File: src/rtl/spi_master.sv
// rtl/spi_master.sv - byte-oriented SPI mode 0 master, MSB first
//
// Purpose: shifts one byte out on MOSI while capturing one byte from MISO,
//   with a programmable SSEL setup/hold window and an idle gap between frames.
//   Optional feature macro: SPI_MASTER_BURST_EN (back-to-back bytes in one SSEL frame).
// Ports:
//   clk, rst            system clock, synchronous active-high reset
//   tx_valid/tx_ready   byte handshake, tx_data is the byte to send
//   rx_valid, rx_data   one-cycle pulse with the received byte (rx_data held)
//   busy                transfer in progress (including the idle gap)
//   SCK, MOSI, SSEL     SPI outputs (SCK idles low, SSEL active low)
//   MISO                SPI input, 2-flop synchronized
module spi_master #(
  parameter int CLK_DIV    = 4,
  parameter int SSEL_SETUP = 8,
  parameter int SSEL_HOLD  = 8,
  parameter int IDLE_GAP   = 8
) (
  input  logic       clk,
  input  logic       rst,
  input  logic       tx_valid,
  output logic       tx_ready,
  input  logic [7:0] tx_data,
  output logic       rx_valid,
  output logic [7:0] rx_data,
  output logic       busy,
  output logic       SCK,
  output logic       MOSI,
  input  logic       MISO,
  output logic       SSEL
);

  if (CLK_DIV < 4) begin : g_bad_clk_div
    $error("spi_master: CLK_DIV must be >= 4");
  end

  localparam int MAX_A = (CLK_DIV > SSEL_SETUP) ? CLK_DIV : SSEL_SETUP;
  localparam int MAX_B = (SSEL_HOLD > IDLE_GAP) ? SSEL_HOLD : IDLE_GAP;
  localparam int MAX_P = (MAX_A > MAX_B) ? MAX_A : MAX_B;
  localparam int CW    = $clog2(MAX_P + 1);

  typedef enum logic [2:0] {IDLE, SETUP, SHIFT_LO, SHIFT_HI, HOLD, GAP} state_t;

  state_t        state, state_n;
  logic [CW-1:0] cnt, cnt_n;
  logic [2:0]    bit_cnt, bit_cnt_n;
  logic [7:0]    tx_shift, rx_shift;
  logic          miso_meta, miso_s;
  logic          load_tx, shift_tx, sample_rx, finish, burst_done;
  logic          frame_active;

  always_ff @(posedge clk) begin
    if (rst) state <= IDLE;
    else     state <= state_n;
  end

  always_comb begin
    state_n    = state;
    cnt_n      = (cnt != '0) ? cnt - 1'b1 : cnt;
    bit_cnt_n  = bit_cnt;
    load_tx    = 1'b0;
    shift_tx   = 1'b0;
    sample_rx  = 1'b0;
    finish     = 1'b0;
    burst_done = 1'b0;
    tx_ready   = 1'b0;
    case (state)
      IDLE: begin
        tx_ready = 1'b1;
        if (tx_valid) begin
          state_n   = SETUP;
          cnt_n     = CW'(SSEL_SETUP - 1);
          bit_cnt_n = 3'd7;
          load_tx   = 1'b1;
        end
      end
      SETUP: begin
        if (cnt == '0) begin
          state_n = SHIFT_LO;
          cnt_n   = CW'(CLK_DIV - 1);
        end
      end
      SHIFT_LO: begin
        if (cnt == '0) begin
          state_n = SHIFT_HI;
          cnt_n   = CW'(CLK_DIV - 1);
        end
      end
      SHIFT_HI: begin
        if (cnt == '0) begin
          sample_rx = 1'b1;
          if (bit_cnt == 3'd0) begin
            state_n = HOLD;
            cnt_n   = CW'(SSEL_HOLD - 1);
`ifdef SPI_MASTER_BURST_EN
            // Chain the next byte into the same frame instead of closing it.
            tx_ready = 1'b1;
            if (tx_valid) begin
              state_n    = SHIFT_LO;
              cnt_n      = CW'(CLK_DIV - 1);
              bit_cnt_n  = 3'd7;
              load_tx    = 1'b1;
              burst_done = 1'b1;
            end
`endif
          end else begin
            state_n   = SHIFT_LO;
            cnt_n     = CW'(CLK_DIV - 1);
            bit_cnt_n = bit_cnt - 3'd1;
            shift_tx  = 1'b1;
          end
        end
      end
      HOLD: begin
        if (cnt == '0) begin
          state_n = GAP;
          cnt_n   = CW'(IDLE_GAP - 1);
          finish  = 1'b1;
        end
      end
      GAP: begin
        if (cnt == '0) state_n = IDLE;
      end
      default: state_n = IDLE;
    endcase
    // Outputs are forced to their idle values on every reset cycle.
    if (rst) tx_ready = 1'b0;
  end

  always_ff @(posedge clk) begin
    if (rst) begin
      cnt       <= '0;
      bit_cnt   <= 3'd0;
      tx_shift  <= 8'h00;
      rx_shift  <= 8'h00;
      rx_data   <= 8'h00;
      rx_valid  <= 1'b0;
      miso_meta <= 1'b0;
      miso_s    <= 1'b0;
    end else begin
      cnt       <= cnt_n;
      bit_cnt   <= bit_cnt_n;
      miso_meta <= MISO;
      miso_s    <= miso_meta;
      rx_valid  <= 1'b0;
      if (load_tx)       tx_shift <= tx_data;
      else if (shift_tx) tx_shift <= {tx_shift[6:0], 1'b0};
      if (sample_rx) rx_shift <= {rx_shift[6:0], miso_s};
      if (finish) begin
        rx_data  <= rx_shift;
        rx_valid <= 1'b1;
      end
      // In a burst the last bit is sampled on this same edge, so merge it here.
      if (burst_done) begin
        rx_data  <= {rx_shift[6:0], miso_s};
        rx_valid <= 1'b1;
      end
    end
  end

  assign frame_active = (state == SETUP) || (state == SHIFT_LO) ||
                        (state == SHIFT_HI) || (state == HOLD);

  assign SCK  = !rst && (state == SHIFT_HI);
  assign SSEL = rst || !frame_active;
  assign MOSI = !rst && frame_active && tx_shift[7];
  assign busy = !rst && (state != IDLE);

endmodule
File: config.mk
export PLATFORM = sky130hd
export DESIGN_NAME = spi_master
export DESIGN_NICKNAME = d
export VERILOG_FILES = /design/src/rtl/spi_master.sv
export SDC_FILE = /design/constraint.sdc
export NUM_CORES = 1
export LEC_CHECK = 0
export BUFFER_PORTS_ARGS = -buffer_cell sky130_fd_sc_hd__buf_2
export CAP_MARGIN = 25
export CORE_AREA = 2 2 75 48
export DETAILED_ROUTE_END_ITERATION = 6
export DIE_AREA = 0 0 77 50
export PLACE_DENSITY = 0.81
export SYNTH_ARGS = -nofsm -noshare
export SYNTH_HDL_FRONTEND = slang
export SYNTH_SLANG_ARGS = --single-unit
File: constraint.sdc
create_clock -name clk -period 3.02 [get_ports clk]
set_input_delay 0.453 -clock clk [delete_from_list [all_inputs] [get_ports clk]]
set_output_delay 0.453 -clock clk [all_outputs]
set_load 0.05 [all_outputs]
== Word-level counts from Yosys, hierarchy flattened ==
Index checks and enable logic that the tools add are counted.

* Register bits after elaboration: 37
* Input port bits: 12
* Word-level logic and storage cells: 75

* Reductions and logical operators: 20
* Mux-type cells: 32
* Equality and inequality tests: 12
* $add $sub $neg: 2

{| class="wikitable"
|+ Operators with widths
! kind !! count
|-
| 3-bit 2-to-1 mux || 11
|-
| 4-bit 2-to-1 mux || 5
|-
| 3-bit case mux with 6 select lines || 1
|-
| 8-bit 2-to-1 mux || 2
|-
| 4-bit case mux with 4 select lines || 1
|-
| 2-bit inequality test (second input constant) || 7
|-
| 1-bit 2-to-1 mux || 11
|-
| 3-bit by 2-bit == test with 1-bit output (second input constant) || 2
|-
| 3-bit == test (second input constant) || 2
|-
| 3-bit logical NOT || 2
|-
| 3-bit case mux with 2 select lines || 1
|-
| 6-bit AND reduction || 1
|-
| 1-bit logical AND || 4
|-
| 4-bit logical NOT || 1
|-
| 1-bit logical OR || 4
|-
| 4-bit AND reduction || 1
|-
| 2-bit nonzero test || 2
|-
| 4-bit nonzero test || 1
|-
| 4-bit by 1-bit subtractor with 4-bit output (second input constant) || 1
|-
| 3-bit by 1-bit == test with 1-bit output (second input constant) || 1
|-
| 3-bit nonzero test || 1
|-
| 3-bit by 1-bit subtractor with 3-bit output (second input constant) || 1
|-
| 1-bit logical NOT || 2
|-
| 2-bit OR reduction || 1
|}

== Depth between registers and ports, before layout ==
Gate-level depths: netlist (run 1).

* Word-level depth: 6
* Depth in mapped cells: 9

== Least setup slack after synthesis (run 1) ==
No wires, ideal clock.

* Path kind: input-to-output
* Start: in rst
* End: out tx_ready
* Data required time: 2567 ps
* Setup slack: 303 ps
* Buffers on the path: 2
* Cell stages on the path: 3
* Data arrival time: 2264 ps
* Cells stage by stage: clkbuf_1 -> clkbuf_1 -> nor4_1

* Longest elaborated chain between the ends: 1

{| class="wikitable"
|+ Ends and longest elaborated chain
! element !! line !! source
|-
| start, declared || 20 || <nowiki>input logic rst,</nowiki>
|-
| 1-bit 2-to-1 mux || 127 || <nowiki>if (rst) tx_ready = 1'b0;</nowiki>
|-
| end, declared || 22 || <nowiki>output logic tx_ready,</nowiki>
|}

Every way passes these cells.

== Worst setup path in the final report (run 1) ==
* Start: reg state[0]
* End: out SCK

* Longest elaborated chain between the ends: 2

{| class="wikitable"
|+ Ends and longest elaborated chain
! element !! line !! source
|-
| start, declared || 44 || <nowiki>state_t state, state_n;</nowiki>
|-
| start signal, assigned || 54 || <nowiki>else state <= state_n;</nowiki>
|-
| 3-bit by 2-bit == test with 1-bit output || 164 || <nowiki>assign SCK = !rst && (state == SHIFT_HI);</nowiki>
|-
| 1-bit logical AND || 164 ||
|-
| end, declared || 27 || <nowiki>output logic SCK,</nowiki>
|}

Every way passes these cells.

==> flow_metrics.tcl, run 1 <==
set metrics [dict create \
    drc 0 \
    grt_pass1_wl_mm 6.32 \
    seqCellArea_um2 741 \
    avgRoutedWirePerCell_um 14.2 \
    worst-path-max-fanout 18 \
    final_common_cell "dfxtp_1" \
    use_met2_pct 27.6 \
    yosysWarnings 0 \
    grt_setup_unrepaired "false" \
    overflow 0 \
    drv_cap 0 \
    ys_seq_elements 37 \
    antenna_cells 0 \
    worst_slew_pin_slew_ns 0.748 \
    cts_setup_buffers 0 \
    tritoncts "done" \
    grt_busiest_layer "met1" \
    rows 16 \
    timing.fmax_mhz 420 \
    die_area_mm2 0.00385 \
    cp_slowest_stage_delay_ns 0.71 \
    p_leak_nw 0.756 \
    areaGrowthSynthToFinish_pct 11.1 \
    dp_hpwl_mm 2.35 \
    layout_common_cells "37 x dfxtp_1, 25 x buf_2, 20 x a21oi_1, 17 x nand3_1, 11 x a211oi_1" \
    ys_seq_area_share_pct 40.7 \
    use_met1_pct 31.6 \
    end_kind "output pin" \
    viasPerCell 5.85 \
    drt_first_iter_violations 133 \
    setup_viol 0 \
    syn_area_mm2 0.00182 \
    cp_top_family "flip-flops" \
    finish.instance_area_mm2 0.00202 \
    synth_fa_ha_area_share_pct 2.75 \
    synth_compound_area_share_pct 25.3 \
    p_int_w 0.00101 \
    clock_sinks 37 \
    min_path_cells 2 \
    core-area_mm2 0.00316 \
    slew_violations 0 \
    cp.depth 3 \
    cts-resized-gates 0 \
    reg2regPathDepth 3 \
    cp.arrival_ns 1.93 \
    pin_count 26 \
    antenna_found_initial 0 \
    gp_congestion 0.776 \
    first_pass_iters 4 \
    worst_ep_required_time_ns 2.57 \
    clockRootBuffer "clkbuf_8" \
    swShare_pct 39.0 \
    finalCritPeriodShare_pct 78.8 \
    layout-drive-gt1-share_pct 21.7 \
    vias 1534 \
    cp-startpoint "state[0]" \
    path_cells "nand3b_2, nor2_1, buf_2" \
    gr-usage-all-layers_pct 21.2 \
    grt_pass1_vias 1283 \
    place_area_mm2 0.00190 \
    clkPwrFrac_pct 27.4 \
    synth_top_family_by_area "compound AO/OA/AOI/OAI gates" \
    power_frac_seq_pct 37.9 \
    drt-total-wl_mm 3.73 \
    muxShareOfSynthArea_pct 0.618 \
    synth_fp_nets 218 \
    slew-limit-headroom_pct 49.9 \
    min-delay-path-class "in -> reg" \
    synthSimpleGateAreaFrac_pct 22.1 \
    hold_violations 0 \
    cellPowerDensity_mw_per_mm2 822 \
    port_buffers 25 \
    grt_start_max_net_pins 45 \
    clockBufferDepth 2 \
    min_from "MISO" \
    cts_buffers 5 \
    synth_xor_area_share_pct 0.481 \
    synth.distinct_cells 43 \
    r2r-start "state[0]" \
    finalCriticalPeriod_ns 2.38 \
    grtUsageMet3_pct 5.49 \
    outcome "complete, no violations" \
    cts_hold_buf 0 \
    critPathBufInv 1 \
    postRouteAntennaNets 0 \
    startpoint_type "register" \
    cts.clk_slew.worst_paths_ns 0.07 \
    multi_input_area_um2 933 \
    htree_levels 2 \
    chipHeight_um 50 \
    syn-mean-instance-area_um2 9.02 \
    fin_skew_ns 0.00903 \
    fillerInstances 279 \
    path_class "reg -> out" \
    p_switching_w 0.000648 \
    clock_latency_ns 0.30 \
    syn-instance-count 202 \
    p_comb_share_pct 34.7 \
    num-nets-final 232 \
    setup-tns-final_ns 0 \
    die_w_um 77 \
    initial_utilization_pct 57.6 \
    crit_slowest_cell "dfxtp_1" \
    ir_worst_vdd_uv 418 \
]
layout make-up:
type	count	area share (%)
tap	45	2.78
timing repair buffer	28	7.29
multi-input combinational	137	46.1
sequential	37	36.6
clock buffer	6	4.08
clock inverter	2	1.85
inverter	7	1.30
final timing paths:
path	to	slack, ns
worst min-delay path	miso_meta	0.37
worst max register to register	bit_cnt[0]	1.12
worst max-delay path	SCK	0.64
worst min register to register	miso_s	0.44
synthesized netlist by cell type, drive strengths merged:
cell type	count	share of area, %
o41a	1	0.62
o21ai	17	4.9
and2	1	0.48
inv	7	1.4
or4b	1	0.76
mux2	1	0.62
a31oi	1	0.34
ha	4	2.7
o311ai	1	0.48
a211oi	11	4.5
clkbuf	8	1.6
xnor2	1	0.48
nand2	3	0.62
nand3	17	4.7
a32o	1	0.55
dfxtp	37	41
nor2	7	1.4
or3	1	0.34
nor4	9	3.1
nor3b	2	1.7
nand3b	1	0.62
and3b	2	0.96
nor4b	1	1.3
o21bai	7	2.9
o211a	1	0.55
o41ai	1	0.89
nor3	6	1.9
a311oi	6	3.2
buf	13	5.0
nor2b	5	1.7
a21oi	20	5.5
or3b	1	0.48
and4	2	0.96
a21o	1	0.41
nand2b	3	1.0
a22oi	1	0.41
per-layer routing:
layer / vias to the layer above / routed length (um) / part of all wire [%]
met5: - / 0 / 0
met4: 0 / 76 / 2.0
met3: 6 / 147 / 3.9
met2: 33 / 1470 / 39
met1: 715 / 2040 / 55
li1: 780 / - / -
power by group through the flow:
stage               Sequential (W)  Combinational (W)  Clock [W]
finish                    0.000630           0.000577   0.000456
detailed placement        0.000638           0.000567          0
global route              0.000640           0.000644   0.000475
floorplan                 0.000605           0.000509          0
global placement          0.000636           0.000561          0
CTS                       0.000628           0.000575   0.000459
flip-flops by register name, indices dropped and copies added, names as in the netlist:
name       flops
cnt            4
miso_meta      1
miso_s         1
bit_cnt        3
state          3
rx_shift       8
tx_shift       8
rx_valid       1
rx_data        8
metrics by stage:
| step | power (W) | util, % | hold WS [ns] | setup WS (ns) | cells |
|---|---|---|---|---|---|
| floorplan | 0.00111 | - | 0.414 | 0.303 | 202 |
| global placement | 0.00120 | 60.2 | 0.422 | 0.991 | 254 |
| detailed placement | 0.00120 | 60.2 | 0.428 | 0.974 | 254 |
| CTS | 0.00166 | 64.0 | 0.365 | 0.643 | 262 |
| global route | 0.00176 | 64.0 | 0.414 | 0.493 | 262 |
| finish | 0.00166 | 64.0 | 0.370 | 0.639 | 262 |
worst register-to-register path, delay by kind of cell (launching register included):
kind            cells  cell delay, ns
simple gates        2            0.92
compound gates      1            0.13
flops               1            0.71
kinds of logic (layout without fill, tap and decap cells):
kind of cell / after synthesis / count (layout)
flops: 37 / 37
simple gates: 62 / 62
buf+inv: 28 / 43
xor+xnor: 1 / 1
fa+ha+maj: 4 / 4
mux: 1 / 1
compound gates: 69 / 69
Note: power is estimated with default switching activity, not from simulation.
==> run 2: changes to the inputs <==
==> config.mk (replaced) <==
export PLATFORM = sky130hd
export DESIGN_NAME = spi_master
export DESIGN_NICKNAME = d
export VERILOG_FILES = /design/src/rtl/spi_master.sv
export SDC_FILE = /design/constraint.sdc
export NUM_CORES = 1
export LEC_CHECK = 0
export ABC_AREA = 1
export BUFFER_PORTS_ARGS = -buffer_cell sky130_fd_sc_hd__buf_2
export CAP_MARGIN = 25
export CORE_AREA = 2 2 79 51
export DETAILED_ROUTE_END_ITERATION = 6
export DIE_AREA = 0 0 81 53
export PLACE_DENSITY = 0.72
export SYNTH_ARGS = -nofsm -noshare
export SYNTH_HDL_FRONTEND = slang
export SYNTH_SLANG_ARGS = --single-unit
==> constraint.sdc (replaced) <==
create_clock -name clk -period 2 [get_ports clk]
set_input_delay 0.3 -clock clk [delete_from_list [all_inputs] [get_ports clk]]
set_output_delay 0.3 -clock clk [all_outputs]
set_load 0.05 [all_outputs]
==> flow_metrics.tcl, run 2 <==
set metrics [dict create \
    p_leak_nw 1.05 \
    end_kind "output pin" \
    async_flop_share_pct 0 \
    vias 1522 \
    finalCritPeriodShare_pct 92.0 \
    die_w_um 81 \
    slew_violations 0 \
    path_class "reg -> out" \
    power_frac_seq_pct 33.9 \
    postRouteAntennaNets 0 \
    grt_pass1_vias 1238 \
    hold_violations 0 \
    gp_congestion 0.808 \
    first_pass_iters 4 \
    overflow 0 \
    p_comb_share_pct 49.7 \
    gr-usage-all-layers_pct 17.5 \
    ys_seq_area_share_pct 43.2 \
    yosysTopAreaCellShare_pct 43.2 \
    synth_top_family_by_area "simple AND/OR/NAND/NOR gates" \
    syn-instance-count 254 \
    areaGrowthSynthToFinish_pct 14.2 \
    fin_skew_ns 0.00618 \
    synth_common_cells "65 x nor2_1, 60 x nand2_1, 37 x dfxtp_1" \
    grt_start_max_net_pins 29 \
    synth.distinct_cells 21 \
    drv_cap 0 \
    antenna_cells 0 \
    clockBufferDepth 2 \
    startpoint_type "register" \
    avgRoutedWirePerCell_um 10.3 \
    min-delay-path-class "in -> reg" \
    die_area_mm2 0.00429 \
    synth_top_cell_by_area "dfxtp_1" \
    final_common_cell "nor2_1" \
    tritoncts "done" \
    cts.clk_slew.worst_paths_ns 0.06 \
    p_int_w 0.00169 \
    syn-mean-instance-area_um2 6.74 \
    muxShareOfSynthArea_pct 0 \
    slew-limit-headroom_pct 70.7 \
    layout_common_cells "64 x nor2_1, 60 x nand2_1, 36 x dfxtp_1, 25 x inv_1, 25 x buf_2" \
    swShare_pct 45.7 \
    setup_viol 0 \
    drc 0 \
    initial_utilization_pct 48.5 \
    worst_ep_required_time_ns 1.70 \
    num-nets-final 296 \
    pin_count 26 \
    clock_sinks 37 \
    antenna_found_initial 0 \
    yosysMostFrequentCell "nor2_1" \
    synth_xor_area_share_pct 1.53 \
    drt_first_iter_violations 98 \
    p_total_w 0.00311 \
    layout-drive-gt1-share_pct 16.4 \
    synth_edf_count 0 \
    top_regs "rx_data: 8 flops, rx_shift: 8 flops, tx_shift: 8 flops" \
    drt-total-wl_mm 3.38 \
    grt_setup_unrepaired "false" \
    p_switching_w 0.00142 \
    worst_slew_pin_slew_ns 0.438 \
    finalCriticalPeriod_ns 1.84 \
    dp_hpwl_mm 2.34 \
    ys.flop_type "dfxtp_1" \
    clkPwrFrac_pct 16.3 \
    rows 17 \
    setup-tns-final_ns 0 \
    grt_pass1_wl_mm 5.69 \
    core-area_mm2 0.00353 \
    timing.fmax_mhz 544 \
    synthSimpleGateAreaFrac_pct 34.1 \
    htree_levels 2 \
    chipHeight_um 53 \
    yosysWarnings 0 \
    ys_seq_elements 37 \
    synth.top_cells.by_area "dfxtp_1 43%, nor2_1 14%, nand2_1 13%" \
    cellPowerDensity_mw_per_mm2 1590 \
    synth_fa_ha_area_share_pct 2.92 \
    ir_worst_vdd_uv 822 \
    synth_fp_nets 270 \
    synth_compound_area_share_pct 8.47 \
    cts_buffers 5 \
    clockRootBuffer "clkbuf_8" \
    clock_latency_ns 0.28 \
    cp.arrival_ns 1.54 \
    worst-path-max-fanout 7 \
    syn_area_mm2 0.00171 \
    cts_hold_buf 0 \
    port_buffers 25 \
    viasPerCell 4.65 \
    outcome "complete, no violations" \
]
[run 2: cell count changes after synthesis, sizes merged, moves of 7 or more]
cell	before	now
nor4	9	1
o21bai	7	0
nor2	7	69
nand2	3	61
nand3	17	6
buf	13	6
a211oi	11	0
inv	7	30
a21oi	20	5
[run 2: area by class of cell]
class                           instances  area [um^2]
Timing Repair Buffer                   28          148
Sequential cell                        37          742
Fill cell                             353         1580
Clock buffer                            7         86.3
Multi-Input combinational cell        178          808
Tap cell                               47         58.8
Inverter                               30          113
[run 2: critical path, cell delays in order, from the launching register on]
cell and delay, ns:
dfxtp_1 0.47, nor2_4 0.09, nand2_2 0.11, nand2_1 0.10, inv_1 0.08, nand2_1 0.07, nor2_2 0.08, buf_2 0.26
[run 2: cell families after synthesis]
group	count (synthesis)
DFF	37
adders and majority gates	4
buffers and inverters	39
and+or+nand+nor	143
AOI/OAI and AO/OA	28
xor gates and xnor gates	3
[run 2: path summary, 6_finish.rpt]
| path | from | end | slack (ns) | depth (start not counted) |
|---|---|---|---|---|
| max | state[1] | MOSI | 0.16 | 7 |
| min | MISO | miso_meta | 0.24 | 3 |
| max reg2reg | cnt[0] | tx_shift[6] | 0.34 | 9 |
| min reg2reg | miso_meta | miso_s | 0.40 | 2 |
[run 2: per-stage QoR]
stage / instance area, um^2 / instances / hold WS [ns] / setup slack [ns] / util, %
after global routing: 1960 / 327 / 0.256 / 0.0374 / 55.4
after detailed placement: 1850 / 318 / 0.395 / 0.373 / 52.5
after floorplan: 1720 / 254 / 0.369 / 0.104 / -
after global placement: 1850 / 318 / 0.395 / 0.388 / 52.5
final: 1960 / 327 / 0.236 / 0.161 / 55.4
after CTS: 1940 / 325 / 0.236 / 0.0901 / 54.9
[run 2: routing by layer]
layer	part of all wire [%]	up-vias	track usage, %	wire [um]
li1	-	835	-	-
met1	55	642	26.1	1870
met2	38	40	24.1	1280
met3	5.8	5	5.12	197
met4	0.80	0	4.24	27
met5	0	-	0	0
[run 2: timing repair]
action,CTS,global route
endpoints found under the setup margin,0,2
buffers inserted,0,2
gates resized for setup,0,1
[run 2: power groups by stage]
stage,sequential (W),clock (W),combinational (W)
finish,0.00105,0.000507,0.00155
global route,0.00107,0.000555,0.00178
CTS,0.00105,0.000522,0.00150
detailed placement,0.00107,0,0.00149
global placement,0.00106,0,0.00148
floorplan,0.00113,0,0.00120
